## src/rtl/audio_transport_ctrl_pkg.sv

```systemverilog
// Shared types and slot-address helpers for the audio transport controller.
// Slot regions are equal power-of-two slices of the SRAM word space.
package audio_ctrl_pkg;

    typedef enum logic [2:0] {
        INIT       = 3'd0,
        IDLE       = 3'd1,
        RECD       = 3'd2,
        RECD_PAUSE = 3'd3,
        PLAY       = 3'd4,
        PLAY_PAUSE = 3'd5
    } state_e;

    function automatic logic [31:0] slot_base(input logic [31:0] slot, input int unsigned slot_w);
        return slot << slot_w;
    endfunction

    function automatic logic [31:0] slot_limit(input logic [31:0] slot, input int unsigned slot_w);
        return slot_base(slot, slot_w) + ((32'd1 << slot_w) - 32'd1);
    endfunction

endpackage

```

## src/rtl/audio_transport_ctrl_if.sv

```systemverilog
// Key, codec, recorder/DSP/player command bundle of the transport controller.
// master = the controller, slave = the surrounding datapath and front panel.
interface audio_transport_ctrl_if #(
    parameter int ADDR_W  = 20,
    parameter int N_SLOTS = 4,
    parameter int SPEED_W = 4
);
    localparam int SEL_W = (N_SLOTS > 1) ? $clog2(N_SLOTS) : 1;

    logic              i_key_rec;
    logic              i_key_play;
    logic              i_key_stop;
    logic [SEL_W-1:0]  i_slot_sel;
    logic [SPEED_W-1:0] i_speed;
    logic              i_i2c_fin;
    logic [ADDR_W-1:0] i_rec_addr;
    logic [ADDR_W-1:0] i_play_addr;
    logic              o_i2c_start;
    logic              o_rec_start;
    logic              o_rec_pause;
    logic              o_rec_stop;
    logic              o_dsp_start;
    logic              o_dsp_pause;
    logic              o_dsp_stop;
    logic              o_play_en;
    logic [ADDR_W-1:0] o_base_addr;
    logic [ADDR_W-1:0] o_end_addr;
    logic [SPEED_W-1:0] o_speed;
    logic [2:0]        o_state;
    logic [SEL_W-1:0]  o_slot;

    modport master (
        input  i_key_rec, i_key_play, i_key_stop, i_slot_sel, i_speed, i_i2c_fin,
               i_rec_addr, i_play_addr,
        output o_i2c_start, o_rec_start, o_rec_pause, o_rec_stop, o_dsp_start,
               o_dsp_pause, o_dsp_stop, o_play_en, o_base_addr, o_end_addr,
               o_speed, o_state, o_slot
    );

    modport slave (
        output i_key_rec, i_key_play, i_key_stop, i_slot_sel, i_speed, i_i2c_fin,
               i_rec_addr, i_play_addr,
        input  o_i2c_start, o_rec_start, o_rec_pause, o_rec_stop, o_dsp_start,
               o_dsp_pause, o_dsp_stop, o_play_en, o_base_addr, o_end_addr,
               o_speed, o_state, o_slot
    );
endinterface

```

## src/rtl/audio_transport_ctrl_slot_table.sv

```systemverilog
// Per-slot recorded-length register file: one write port, one combinational
// read port, and an empty flag for every slot (length zero).
module audio_slot_table #(
    parameter int ADDR_W  = 20,
    parameter int N_SLOTS = 4,
    parameter int SEL_W   = 2
) (
    input  logic               i_clk,
    input  logic               i_rst,
    input  logic               i_we,
    input  logic [SEL_W-1:0]   i_waddr,
    input  logic [ADDR_W:0]    i_wdata,
    input  logic [SEL_W-1:0]   i_raddr,
    output logic [ADDR_W:0]    o_rdata,
    output logic [N_SLOTS-1:0] o_empty
);
    logic [ADDR_W:0] len_q [N_SLOTS];
    logic [ADDR_W:0] len_d [N_SLOTS];

    always_comb begin
        o_rdata = '0;
        for (int i = 0; i < N_SLOTS; i++) begin
            len_d[i] = len_q[i];
            if (i_we && (i_waddr == SEL_W'(i))) len_d[i] = i_wdata;
            if (i_raddr == SEL_W'(i)) o_rdata = len_q[i];
            o_empty[i] = (len_q[i] == '0);
        end
    end

    always_ff @(posedge i_clk) begin
        for (int i = 0; i < N_SLOTS; i++) begin
            if (i_rst) len_q[i] <= '0;
            else       len_q[i] <= len_d[i];
        end
    end
endmodule

```

## src/rtl/audio_transport_ctrl.sv

```systemverilog
// Record/playback transport FSM: codec init, then per-slot record, play,
// pause and stop with automatic stop on slot-full and end-of-playback.
module audio_transport_ctrl
    import audio_ctrl_pkg::*;
#(
    parameter int ADDR_W      = 20,
    parameter int N_SLOTS     = 4,
    parameter int INIT_CYCLES = 2048,
    parameter int SPEED_W     = 4
) (
    input  logic i_clk,
    input  logic i_rst,
    audio_transport_ctrl_if.master bus
);
    localparam int LOG2N  = $clog2(N_SLOTS);
    localparam int SEL_W  = (N_SLOTS > 1) ? LOG2N : 1;
    localparam int SLOT_W = ADDR_W - LOG2N;
    localparam int LEN_W  = ADDR_W + 1;
    localparam int CNT_W  = $clog2(INIT_CYCLES) + 1;
    localparam logic [CNT_W-1:0] INIT_LAST = CNT_W'(INIT_CYCLES - 1);

    state_e             state_q, state_d;
    logic [SEL_W-1:0]   slot_q, slot_d, sel;
    logic [SPEED_W-1:0] speed_q, speed_d;
    logic [ADDR_W-1:0]  base_q, base_d, end_q, end_d;
    logic [ADDR_W-1:0]  sel_base, sel_limit, play_end;
    logic [CNT_W-1:0]   cnt_q, cnt_d;
    logic [LEN_W-1:0]   sel_len, rec_len, wr_len;
    logic [N_SLOTS-1:0] empty;
    logic [SEL_W-1:0]   wr_slot;
    logic               wr_en, sel_empty, unused_len_msb;
    logic i2c_start_q, i2c_start_d, play_en_q, play_en_d;
    logic rec_start_q, rec_start_d, rec_pause_q, rec_pause_d, rec_stop_q, rec_stop_d;
    logic dsp_start_q, dsp_start_d, dsp_pause_q, dsp_pause_d, dsp_stop_q, dsp_stop_d;

    assign sel       = (N_SLOTS == 1) ? '0 : bus.i_slot_sel;
    assign sel_base  = ADDR_W'(slot_base(32'(sel), SLOT_W));
    assign sel_limit = ADDR_W'(slot_limit(32'(sel), SLOT_W));
    // Wraps modulo 2^ADDR_W, so a completely full single-slot SRAM still ends at all-ones.
    assign play_end  = sel_base + sel_len[ADDR_W-1:0] - ADDR_W'(1);
    assign rec_len   = {1'b0, bus.i_rec_addr - base_q} + LEN_W'(1);
    assign unused_len_msb = sel_len[ADDR_W];

    always_comb begin
        sel_empty = 1'b0;
        for (int i = 0; i < N_SLOTS; i++)
            if (sel == SEL_W'(i)) sel_empty = empty[i];
    end

    audio_slot_table #(.ADDR_W(ADDR_W), .N_SLOTS(N_SLOTS), .SEL_W(SEL_W)) u_slot_table (
        .i_clk(i_clk), .i_rst(i_rst), .i_we(wr_en), .i_waddr(wr_slot), .i_wdata(wr_len),
        .i_raddr(sel), .o_rdata(sel_len), .o_empty(empty)
    );

    always_comb begin
        state_d = state_q;  slot_d = slot_q;  speed_d = speed_q;
        base_d = base_q;    end_d = end_q;    cnt_d = cnt_q;
        i2c_start_d = 1'b0; play_en_d = play_en_q;
        rec_start_d = 1'b0; rec_pause_d = 1'b0; rec_stop_d = 1'b0;
        dsp_start_d = 1'b0; dsp_pause_d = 1'b0; dsp_stop_d = 1'b0;
        wr_en = 1'b0;       wr_slot = slot_q; wr_len = rec_len;
        case (state_q)
            INIT: begin
                if (bus.i_i2c_fin) begin
                    state_d = IDLE;
                end else if (cnt_q < INIT_LAST) begin
                    cnt_d = cnt_q + CNT_W'(1);
                    i2c_start_d = 1'b1;
                end
            end
            IDLE: begin
                if (!bus.i_key_stop) begin
                    if (bus.i_key_rec) begin
                        state_d = RECD;  slot_d = sel;  rec_start_d = 1'b1;
                        base_d = sel_base;  end_d = sel_limit;
                        wr_en = 1'b1;  wr_slot = sel;  wr_len = '0;
                    end else if (bus.i_key_play && !sel_empty) begin
                        state_d = PLAY;  slot_d = sel;  dsp_start_d = 1'b1;
                        play_en_d = 1'b1;  speed_d = bus.i_speed;
                        base_d = sel_base;  end_d = play_end;
                    end
                end
            end
            RECD, RECD_PAUSE: begin
                // Address-full only auto-stops while actually recording.
                if (bus.i_key_stop || (state_q == RECD && bus.i_rec_addr == end_q)) begin
                    state_d = IDLE;  rec_stop_d = 1'b1;  wr_en = 1'b1;
                end else if (bus.i_key_rec) begin
                    state_d     = (state_q == RECD) ? RECD_PAUSE : RECD;
                    rec_pause_d = (state_q == RECD);
                    rec_start_d = (state_q == RECD_PAUSE);
                end
            end
            PLAY, PLAY_PAUSE: begin
                if (bus.i_key_stop || (state_q == PLAY && bus.i_play_addr >= end_q)) begin
                    state_d = IDLE;  dsp_stop_d = 1'b1;  play_en_d = 1'b0;
                end else if (bus.i_key_play) begin
                    state_d     = (state_q == PLAY) ? PLAY_PAUSE : PLAY;
                    dsp_pause_d = (state_q == PLAY);
                    dsp_start_d = (state_q == PLAY_PAUSE);
                    play_en_d   = (state_q == PLAY_PAUSE);
                end
            end
            default: state_d = INIT;
        endcase
    end

    always_ff @(posedge i_clk) begin
        if (i_rst) begin
            state_q <= INIT;  slot_q <= '0;  speed_q <= '0;  base_q <= '0;  end_q <= '0;
            cnt_q <= '0;  i2c_start_q <= 1'b0;  play_en_q <= 1'b0;
            rec_start_q <= 1'b0;  rec_pause_q <= 1'b0;  rec_stop_q <= 1'b0;
            dsp_start_q <= 1'b0;  dsp_pause_q <= 1'b0;  dsp_stop_q <= 1'b0;
        end else begin
            state_q <= state_d;  slot_q <= slot_d;  speed_q <= speed_d;
            base_q <= base_d;    end_q <= end_d;    cnt_q <= cnt_d;
            i2c_start_q <= i2c_start_d;  play_en_q <= play_en_d;
            rec_start_q <= rec_start_d;  rec_pause_q <= rec_pause_d;  rec_stop_q <= rec_stop_d;
            dsp_start_q <= dsp_start_d;  dsp_pause_q <= dsp_pause_d;  dsp_stop_q <= dsp_stop_d;
        end
    end

    assign bus.o_state     = state_q;
    assign bus.o_slot      = slot_q;
    assign bus.o_speed     = speed_q;
    assign bus.o_base_addr = base_q;
    assign bus.o_end_addr  = end_q;
    assign bus.o_i2c_start = i2c_start_q;
    assign bus.o_play_en   = play_en_q;
    assign bus.o_rec_start = rec_start_q;
    assign bus.o_rec_pause = rec_pause_q;
    assign bus.o_rec_stop  = rec_stop_q;
    assign bus.o_dsp_start = dsp_start_q;
    assign bus.o_dsp_pause = dsp_pause_q;
    assign bus.o_dsp_stop  = dsp_stop_q;
endmodule

```

## src/flat_wrapper.sv

```systemverilog
// flat-port wrapper written by rule: the top's interface ports become plain ports
module audio_transport_ctrl_flat import audio_ctrl_pkg::*;
#(
    parameter int ADDR_W      = 20,
    parameter int N_SLOTS     = 4,
    parameter int INIT_CYCLES = 2048,
    parameter int SPEED_W     = 4
)
  (i_clk, i_rst, bus_i_key_rec, bus_i_key_play, bus_i_key_stop, bus_i_slot_sel, bus_i_speed, bus_i_i2c_fin, bus_i_rec_addr, bus_i_play_addr, bus_o_i2c_start, bus_o_rec_start, bus_o_rec_pause, bus_o_rec_stop, bus_o_dsp_start, bus_o_dsp_pause, bus_o_dsp_stop, bus_o_play_en, bus_o_base_addr, bus_o_end_addr, bus_o_speed, bus_o_state, bus_o_slot);
  audio_transport_ctrl_if #(.ADDR_W(ADDR_W), .N_SLOTS(N_SLOTS), .SPEED_W(SPEED_W)) bus_i ();
  input  logic i_clk;
  input  logic i_rst;
  input wire logic [$bits(bus_i.i_key_rec)-1:0] bus_i_key_rec;
  input wire logic [$bits(bus_i.i_key_play)-1:0] bus_i_key_play;
  input wire logic [$bits(bus_i.i_key_stop)-1:0] bus_i_key_stop;
  input wire logic [$bits(bus_i.i_slot_sel)-1:0] bus_i_slot_sel;
  input wire logic [$bits(bus_i.i_speed)-1:0] bus_i_speed;
  input wire logic [$bits(bus_i.i_i2c_fin)-1:0] bus_i_i2c_fin;
  input wire logic [$bits(bus_i.i_rec_addr)-1:0] bus_i_rec_addr;
  input wire logic [$bits(bus_i.i_play_addr)-1:0] bus_i_play_addr;
  output wire logic [$bits(bus_i.o_i2c_start)-1:0] bus_o_i2c_start;
  output wire logic [$bits(bus_i.o_rec_start)-1:0] bus_o_rec_start;
  output wire logic [$bits(bus_i.o_rec_pause)-1:0] bus_o_rec_pause;
  output wire logic [$bits(bus_i.o_rec_stop)-1:0] bus_o_rec_stop;
  output wire logic [$bits(bus_i.o_dsp_start)-1:0] bus_o_dsp_start;
  output wire logic [$bits(bus_i.o_dsp_pause)-1:0] bus_o_dsp_pause;
  output wire logic [$bits(bus_i.o_dsp_stop)-1:0] bus_o_dsp_stop;
  output wire logic [$bits(bus_i.o_play_en)-1:0] bus_o_play_en;
  output wire logic [$bits(bus_i.o_base_addr)-1:0] bus_o_base_addr;
  output wire logic [$bits(bus_i.o_end_addr)-1:0] bus_o_end_addr;
  output wire logic [$bits(bus_i.o_speed)-1:0] bus_o_speed;
  output wire logic [$bits(bus_i.o_state)-1:0] bus_o_state;
  output wire logic [$bits(bus_i.o_slot)-1:0] bus_o_slot;
  assign bus_i.i_key_rec = bus_i_key_rec;
  assign bus_i.i_key_play = bus_i_key_play;
  assign bus_i.i_key_stop = bus_i_key_stop;
  assign bus_i.i_slot_sel = bus_i_slot_sel;
  assign bus_i.i_speed = bus_i_speed;
  assign bus_i.i_i2c_fin = bus_i_i2c_fin;
  assign bus_i.i_rec_addr = bus_i_rec_addr;
  assign bus_i.i_play_addr = bus_i_play_addr;
  assign bus_o_i2c_start = bus_i.o_i2c_start;
  assign bus_o_rec_start = bus_i.o_rec_start;
  assign bus_o_rec_pause = bus_i.o_rec_pause;
  assign bus_o_rec_stop = bus_i.o_rec_stop;
  assign bus_o_dsp_start = bus_i.o_dsp_start;
  assign bus_o_dsp_pause = bus_i.o_dsp_pause;
  assign bus_o_dsp_stop = bus_i.o_dsp_stop;
  assign bus_o_play_en = bus_i.o_play_en;
  assign bus_o_base_addr = bus_i.o_base_addr;
  assign bus_o_end_addr = bus_i.o_end_addr;
  assign bus_o_speed = bus_i.o_speed;
  assign bus_o_state = bus_i.o_state;
  assign bus_o_slot = bus_i.o_slot;
  audio_transport_ctrl #(.ADDR_W(ADDR_W), .N_SLOTS(N_SLOTS), .INIT_CYCLES(INIT_CYCLES), .SPEED_W(SPEED_W)) u_core (.i_clk(i_clk), .i_rst(i_rst), .bus(bus_i));
endmodule
```

## config.mk

```make
export PLATFORM = sky130hd
export DESIGN_NAME = audio_transport_ctrl_flat
export DESIGN_NICKNAME = d
export VERILOG_FILES = /design/src/rtl/audio_transport_ctrl_pkg.sv /design/src/rtl/audio_transport_ctrl_if.sv /design/src/rtl/audio_transport_ctrl_slot_table.sv /design/src/rtl/audio_transport_ctrl.sv /design/src/flat_wrapper.sv
export SDC_FILE = /design/constraint.sdc
export NUM_CORES = 1
export LEC_CHECK = 0
export ABC_AREA = 1
export CORE_AREA = 3 3 191 193
export DETAILED_ROUTE_END_ITERATION = 10
export DIE_AREA = 0 0 194 196
export PLACE_DENSITY = 0.5
export SKIP_LAST_GASP = 1
export SLEW_MARGIN = 5
export SYNTH_ARGS = -nofsm -noshare
export SYNTH_HDL_FRONTEND = slang
export SYNTH_SLANG_ARGS = --single-unit
```

## constraint.sdc

```tcl
create_clock -name i_clk -period 3.2 [get_ports i_clk]
set_input_delay 0.64 -clock i_clk [delete_from_list [all_inputs] [get_ports i_clk]]
set_output_delay 0.64 -clock i_clk [all_outputs]
set_load 0.02 [all_outputs]
```

-- Word level (Yosys, flattened, before mapping)
Memories as Yosys holds them, arrays and structs flattened.
Cells that the tools add are included.
- register bits: 69
- bits in writable memories: 84
- word-level logic and storage cells: 147
- memories kept: 1
- memory list (memory ; words ; width ; rd ports ; clocked after memory_dff ; write ports ; RTL line ; RTL):
    u_core.u_slot_table.len_q ; 4 ; 21 ; 4 ; 0 ; 4 ; audio_transport_ctrl_slot_table.sv:17 ; logic [ADDR_W:0] len_q [N_SLOTS];
- $add $sub $neg: 6
- $lt $le $gt $ge: 2
- eq/ne operators: 19
- mux-type cells: 63
- bitwise operators: 11
- reduce and logical (&&, ||, !) cells: 31
- operator list (kind ; count):
    $mux W21 ; 11
    $mux W20 ; 8
    $logic_not A21 Y1 ; 4
    $mux W1 ; 26
    $mux W3 ; 8
    $add A20 B1 Y21 const B ; 1
    $add A20 B18 Y20 const B ; 1
    $add A20 B20 Y20 ; 1
    $eq A20 B20 Y1 ; 1
    $ge A20 B20 Y1 ; 1
    $sub A20 B1 Y20 const B ; 1
    $sub A20 B20 Y20 ; 1
    $add A12 B1 Y12 const B ; 1
    $lt A12 B11 Y1 const B ; 1
    $pmux W3 S4 ; 1
    $mux W2 ; 5
    $reduce_and A5 Y1 ; 2
    $ne A3 B2 Y1 const B ; 3
    $eq A2 B2 Y1 const B ; 4
    $pmux W1 S2 ; 4
    $reduce_or A2 Y1 ; 4
    $reduce_or A4 Y1 ; 2
    $logic_and A1 B1 Y1 ; 7
    $not A1 Y1 ; 7
    15 further kinds ; 27

-- Logic depth before layout (Yosys ltp)
Gate-level depths: netlist of run 1.
An unclocked memory read counts as a cell.
- depth in word-level cells: 12
- mapped depth: 23
- depth with buffers taken out: 22

-- Modules after synthesis
Synthesis of run 1 repeated with hierarchy kept, for this count alone.
- cells, all modules: 1326
- area, all modules: 8510.7 um^2
- by module, submodules not included (module ; times used ; cells each ; area an instance (um^2) ; seq. area each (um^2)):
    audio_transport_ctrl ; 1 ; 747 ; 4678.2 ; 980.9
    audio_slot_table ; 1 ; 579 ; 3832.4 ; 1681.6

-- Worst setup path after synthesis of run 1
No wires, ideal clock.
- path kind: input-to-reg
- start: input port bus_i_slot_sel[1]
- end: register u_core.end_q[19], in the netlist u_core.bus.o_end_addr[19]
- setup time: 132 ps
- arrival time: 3004 ps
- setup slack: 64 ps
- stages on the path: 22
- buffers on the path: 2
- path through: clkbuf_2 > inv_1 > nor2_2 > clkbuf_1 > a221oi_1 > a21oi_1 > a21oi_1 > ha_1 > inv_1 > ha_1 > nand2_1 > inv_1 > nand2_1 > nand2_1 > a21oi_1 > nand2_1 > nor2_1 > nand2_1 > nand3_1 > nand2_1 > nand2_1 > a21oi_1
- cells in the longest elaborated chain, start to end: 9
- RTL lines (what ; RTL line ; RTL):
    start, declared ; flat_wrapper.sv:16 ; input wire logic [$bits(bus_i.i_slot_sel)-1:0] bus_i_slot_sel;
    $logic_not A2 Y1 ; audio_transport_ctrl_slot_table.sv:25, audio_transport_ctrl.sv:47 ;
    $mux W20 / $mux W1 (equally long branches) (4 in a row) ; audio_transport_ctrl_slot_table.sv:25, audio_transport_ctrl.sv:47 ;
    $add A20 B20 Y20 / $logic_not A1 Y1 (equally long branches) ; audio_transport_ctrl.sv:40, audio_transport_ctrl.sv:77 ;
    $sub A20 B1 Y20 / $logic_and A1 B1 Y1 (equally long branches) ; audio_transport_ctrl.sv:40, audio_transport_ctrl.sv:77 ;
    $mux W20 / $reduce_bool A2 Y1 (equally long branches) ; - ;
    $mux W20 / $reduce_and A3 Y1 (equally long branches) ; - ;
    end signal, assigned ; audio_transport_ctrl.sv:116 ; base_q <= base_d; end_q <= end_d; cnt_q <= cnt_d;
    end, declared ; audio_transport_ctrl.sv:25 ; logic [ADDR_W-1:0] base_q, base_d, end_q, end_d;
Parallel ways exist; a longest one is shown, timed or not. The select of a mux whose other input is x is not followed.
A chain may end at the register's enable or synchronous reset.

==> metrics, run 1 <==
Inst Count DP=2018; LEAKAGE=5.34 nW; CTS tree=yes; Worst Skew=0.0136 ns; final hold slack=0.467 ns; Die X=194 um; I/O pins=109; post-route setup slack=0.450 ns; via count=9367; unrepaired setup endpoints after global routing=no; vias in the first global route=8964; VDD IR max=0.321 mV; TritonCTS Buffers=17; Slew Limit Fails=0; critical path required time=3.56 ns; Pre-antenna DRT Iters=5; R2R setup slack=0.78 ns; post-synthesis xor/xnor area fraction=2.42%; Synth Area in Compound Gates=14.7%; worst path arrival time=3.11 ns; Max-cap violations=0; RR Startpoint=u_core.u_slot_table.len_q[0][24]; Skew-Pair Late Insertion Delay=0.43 ns; Synth cell types=52; worst rel slew slack=50.5%; synthesized flop and latch total=133; CTS H-tree depth=4; crit path kind=in -> reg; post-synth top area cell=dfxtp_1; worst min path class=reg -> reg; area grow syn2layout=37.2%; Seq pwr share=30.3%; wire per inst=15.6 um; Worst Setup Start Kind=input pin; Adder-Cell Fraction of Synth Area=6.27%; largest family of logic cells by synthesized area=simple AND/OR/NAND/NOR gates; GPL Wtd Cong=0.908; Final HPWL DP=25200 um; DP Area=10900 um2; multiplexer share of the synthesized area=0%; WL final=32200 um; sequential element share of the synthesized area=30.6%; antenna cells=0; drt drc=0; clock slew at reported path FFs=0.07 ns; DRT iter0 DRCs=545; most frequent cell after synthesis=nand2_1; asr flop ratio synth=0%; setup violation total in the final timing report=0; Ys Warns=0; num rows=68; I/O Buffers=90; clock buffer depth=2; global-route wire length before repair=49800 um; commonest register cell after synthesis=dfxtp_1; Total Routing Usage GR=16.4%; worst slack, placed=-0.596 ns; final instance count without filler cells=2059; Hold Vio Cnt, Final=0; worst r2r path cells=14; status=complete, no violations; power share of the clock group=30.6%; register area=2660 um2; clock sinks=133; endpoint class of the critical path=flip-flop; Die ar.=38000 um2; CP max FO=7; combinational share of power=39.0%; post-route cell area=11900 um2; area of the multi-input gates=5300 um2; Post-synth EDFFs=0; Synth Area in Simple Gates=33.3%; largest net degree at the start of global routing=35; switching pwr=2.61 mW; crit path from=bus_i_rec_addr[0]; Worst setup endpoint=u_core.u_slot_table.len_q[1][31]; core area=34700 um2; proportion of layout cells with a drive suffix above 1=16.7%; Sw Ratio=39.3%; grt ovf=0; initial antenna violation count=0; min cycle time layout=2.75 ns; crit share post-route=85.9%; root buf cell=clkbuf_16; synth cell count leaders=nand2_1 (369), nor2_1 (210), inv_1 (165), dfxtp_1 (133), a21oi_1 (111); f_max=364 MHz; final total power=6.64 mW; CTS Hold Bufs=0; Yosys top cell area share=30.6%; worst slew pin tran=0.735 ns; Post-DRT Antenna Nets=0; internal cell power=4.04 mW; Area contributors post-synth=dfxtp_1 (31%), nand2_1 (16%), nor2_1 (9.1%); Power Dens Cells=557 nW/um2; Starting Density=25.1%; vias per inst=4.55; Synth Instances=1387; Chip Height=196 um; capturing point of the worst reg2reg path=u_core.bus.o_end_addr[10]; Filler cells=3821; Mapped Area=8700 um2; nets@finish=1686; syn avg cell area=6.27 um2
[power groups by stage]
stage	clock network (mW)	logic (mW)	registers [mW]
finish	2.04	2.59	2.02
global route	2.14	2.88	2.04
CTS	2.06	2.49	2.01
detailed placement	0	2.46	2.04
global placement	0	2.45	2.05
floorplan	0	1.35	2.08
[how the worst min path moves through the flow]
| stage | from | to | depth (start not counted) |
|---|---|---|---|
| detailed placement | u_core.u_slot_table.len_q[0][2] | u_core.u_slot_table.len_q[0][2] | 2 |
| finish | u_core.u_slot_table.len_q[0][2] | u_core.u_slot_table.len_q[0][2] | 2 |
| global placement | u_core.cnt_q[10] | u_core.cnt_q[10] | 2 |
| floorplan | u_core.cnt_q[10] | u_core.cnt_q[10] | 2 |
| global route | u_core.u_slot_table.len_q[1][18] | u_core.u_slot_table.len_q[1][18] | 2 |
| CTS | u_core.u_slot_table.len_q[0][2] | u_core.u_slot_table.len_q[0][2] | 2 |
[placed cells by master (no fill, tap or decap), types with 5 or more instances in the layout]
| cell type | Yosys | layout |
|---|---|---|
| nand3_1 | 62 | 57 |
| ha_1 | 42 | 30 |
| nor3_1 | 24 | 21 |
| o22ai_1 | 6 | 5 |
| inv_2 | 15 | 19 |
| o21ai_1 | 7 | 14 |
| a21oi_2 | 2 | 13 |
| nor2_1 | 210 | 209 |
| buf_12 | 0 | 8 |
| buf_4 | 23 | 126 |
| nand3_2 | 0 | 5 |
| nor2_2 | 6 | 5 |
| clkbuf_16 | 0 | 17 |
| nand4_1 | 12 | 12 |
| buf_6 | 8 | 6 |
| o21ai_0 | 75 | 66 |
| o21a_1 | 5 | 5 |
| a21o_1 | 6 | 6 |
| xor2_1 | 16 | 16 |
| a21oi_1 | 111 | 100 |
| xnor2_1 | 8 | 8 |
| nand2_2 | 5 | 10 |
| inv_1 | 165 | 160 |
| dfxtp_1 | 133 | 133 |
| conb_1 | 1 | 18 |
| clkdlybuf4s50_1 | 0 | 88 |
| nand2_1 | 369 | 362 |
| inv_6 | 1 | 8 |
| ha_4 | 0 | 8 |
[through the flow]
stage	utilization, %	TNS, ns
global placement	31.5	-7.71
detailed placement	31.5	-8.09
global route	34.4	0
floorplan	-	0
finish	34.4	0
CTS	33.3	0
[layer usage]
layer	GRT usage, %	wire length, um	vias up	share of wire, %
met2	28.8	15700	203	49
li1	-	-	4780	-
met5	0	0	-	0
met3	2.61	1360	36	4.2
met4	3.80	414	0	1.3
met1	21.2	14700	4348	46
[layout make-up]
cell class,count,area share (%)
clock inverters,15,1.46
clock buffers,17,3.57
well taps,455,4.77
repair buffers,231,17.5
inverters,184,5.95
multi-input cells,1023,44.4
flip-flops and latches,133,22.3
repair inverters,1,0.0629
[logic make-up (layout without fill, tap and decap cells)]
kind of cell,after synthesis,after routing
other,1,18
adders and majority gates,43,43
and+or+nand+nor,703,703
buffers and inverters,248,448
AOI/OAI and AO/OA,235,235
xor gates and xnor gates,24,24
DFF,133,133
[critical path, stage by stage]
cell             delay [ns]
clkdlybuf4s50_1        0.64
ha_1                   0.26
nand2_1                0.07
nor2_1                 0.21
nand3_1                0.16
nor2_2                 0.19
inv_1                  0.11
o21ai_0                0.14
nor3b_1                0.31
buf_4                  0.22
nand2_1                0.07
a21oi_2                0.11
[state kept, by name (all words and copies together), names as in the netlist, 2 cells and up]
register and flops:
u_core.u_slot_table.len_q 84, u_core.bus.o_end_addr 20, u_core.cnt_q 12, u_core.bus.o_speed 4
u_core.bus.o_state 3, u_core.bus.o_slot 2
[timing repair]
| action | CTS | global route |
|---|---|---|
| pin swaps | 1 | 14 |
| setup endpoints to repair | 11 | 14 |
| endpoints found under the hold margin | 0 | 0 |
| resized for setup | 8 | 74 |
| cloned | 0 | 2 |
| setup buffers | 1 | 6 |
(Power assumes the default switching activity.)
==> run 2: changes to the inputs <==
==> constraint.sdc (replaced) <==
create_clock -name i_clk -period 2.25 [get_ports i_clk]
set_input_delay 0.45 -clock i_clk [delete_from_list [all_inputs] [get_ports i_clk]]
set_output_delay 0.45 -clock i_clk [all_outputs]
set_load 0.02 [all_outputs]
==> run 2 against run 1 <==
The flow now finishes with violations (setup timing). Power rose by 57%. Sequential share of layout area down 2.6 points. First-iteration DRC count grew 9.9%. Global-route usage increased by 1.5 points. Sequential cell count unchanged. Hold slack got worse by 0.0054 ns. Critical path depth is 5 higher. Critical path type is now reg -> reg. Largest power group unchanged.
==> metrics, run 2 (synthesis gave the netlist of run 1 again) <==
final hold slack=0.462 ns; Slew Limit Fails=0; most frequent cells in the layout=nand2_1 (340), buf_4 (257), nor2_1 (198); CTS H-tree depth=4; num rows=68; Die X=194 um; root buf cell=clkbuf_16; TritonCTS Buffers=17; area grow syn2layout=56.2%; Power Dens Cells=767 nW/um2; metal3 WL=1660 um; setup violation total in the final timing report=15; Final HPWL DP=27400 um; clock sinks=133; Pre-antenna DRT Iters=5; Post-Route M1 WL=16000 um; nets@finish=1827; initial antenna violation count=1; vias per inst=4.54; largest net degree at the start of global routing=35; f_max=402 MHz; worst slew pin tran=0.506 ns; Post-DRT Antenna Nets=0; vias in the first global route=9777; antenna cells=0; violated checks=setup timing; Largest register FFs=84; most common cell after layout, fill and taps aside=nand2_1; Worst Setup Start Kind=flip-flop; core area=34700 um2; Chip Height=196 um; via count=9997; CP max FO=3; wire per inst=15.9 um; crit path kind=reg -> reg; unrepaired setup endpoints after global routing=yes; drt drc=0; clock buffer depth=2; Starting Density=25.1%; worst path arrival time=2.86 ns; Die ar.=38000 um2; status=complete, but fails checks; Skew-Pair Late Insertion Delay=0.43 ns; Hold Vio Cnt, Final=0; met2 wire len=16200 um; proportion of layout cells with a drive suffix above 1=28.7%; CTS tree=yes; clock slew at reported path FFs=0.06 ns; Largest Register=u_core.u_slot_table.len_q; endpoint class of the critical path=flip-flop; Total Routing Usage GR=17.9%; worst rel slew slack=66.3%; global-route wire length before repair=53700 um; CTS Hold Bufs=0; Top Layer Used=met5; worst slack, placed=-1.27 ns; I/O Buffers=90; crit share post-route=110%; LEAKAGE=6.24 nW; post-route setup slack=-0.235 ns; VDD IR max=0.512 mV; grt ovf=0; GPL Wtd Cong=0.952; Worst Skew=0.0103 ns; critical path required time=2.62 ns; WL final=34900 um; I/O pins=109; Max-cap violations=0; worst min path class=reg -> reg; DRT iter0 DRCs=599; post-route setup TNS=-2.09 ns; min cycle time layout=2.48 ns
run 2: per-stage QoR:
stage	util (%)	power, mW	cell area, um2	instances
final	39.1	10.4	13600	2200
after global routing	39.1	11.0	13600	2200
after CTS	37.9	10.2	13200	2197
after detailed placement	34.6	6.92	12000	2136
after global placement	34.6	6.92	12000	2136
after floorplan	-	4.98	8980	1404
run 2: final timing paths:
kind,slack (ns),depth (start not counted),end,startpoint
worst min-delay path,0.46,2,u_core.u_slot_table.len_q[0][2],u_core.u_slot_table.len_q[0][2]
worst max register to register,-0.23,17,u_core.bus.o_end_addr[13],u_core.u_slot_table.len_q[1][1]
worst min register to register,0.46,2,u_core.u_slot_table.len_q[0][2],u_core.u_slot_table.len_q[0][2]
worst max-delay path,-0.23,17,u_core.bus.o_end_addr[13],u_core.u_slot_table.len_q[1][1]
run 2: cell type report:
type                            instances  area, um2
Multi-Input combinational cell       1024       5780
Tap cell                              455        569
Clock buffer                           18        439
Timing Repair Buffer                  371       3210
Sequential cell                       133       2680
Timing Repair inverter                  1       7.51
Clock inverter                         14        176
Inverter                              184        723
Fill cell                            3730      21100
run 2: critical path: stages (launching register included):
cell and delay [ns]:
dfxtp_2 0.35, o211ai_1 0.32, o21ai_1 0.16, inv_1 0.12
ha_2 0.19, inv_2 0.05, fa_2 0.36, inv_2 0.07
nand3_2 0.06, nand3_2 0.08, nand2_2 0.06, nand2_2 0.07
nand2_2 0.07, nand2_4 0.09, a21oi_2 0.06, xnor2_1 0.17
nor2_1 0.06, nor2_1 0.10
run 2: routing by layer:
layer	up-vias	track usage, %
li1	5078	-
met3	59	3.25
met1	4594	23.6
met4	2	6.12
met5	-	0
met2	264	29.7
run 2: what timing repair did:
action,in CTS,in global routing
buffers inserted,27,4
setup endpoints to repair,93,97
pin swaps,35,46
resized for setup,81,112
gates cloned,2,0
run 2: report_power, final:
part           internal (mW)  switching [mW]
clock network           1.79            1.21
logic                   2.09            2.53
registers               2.61           0.201
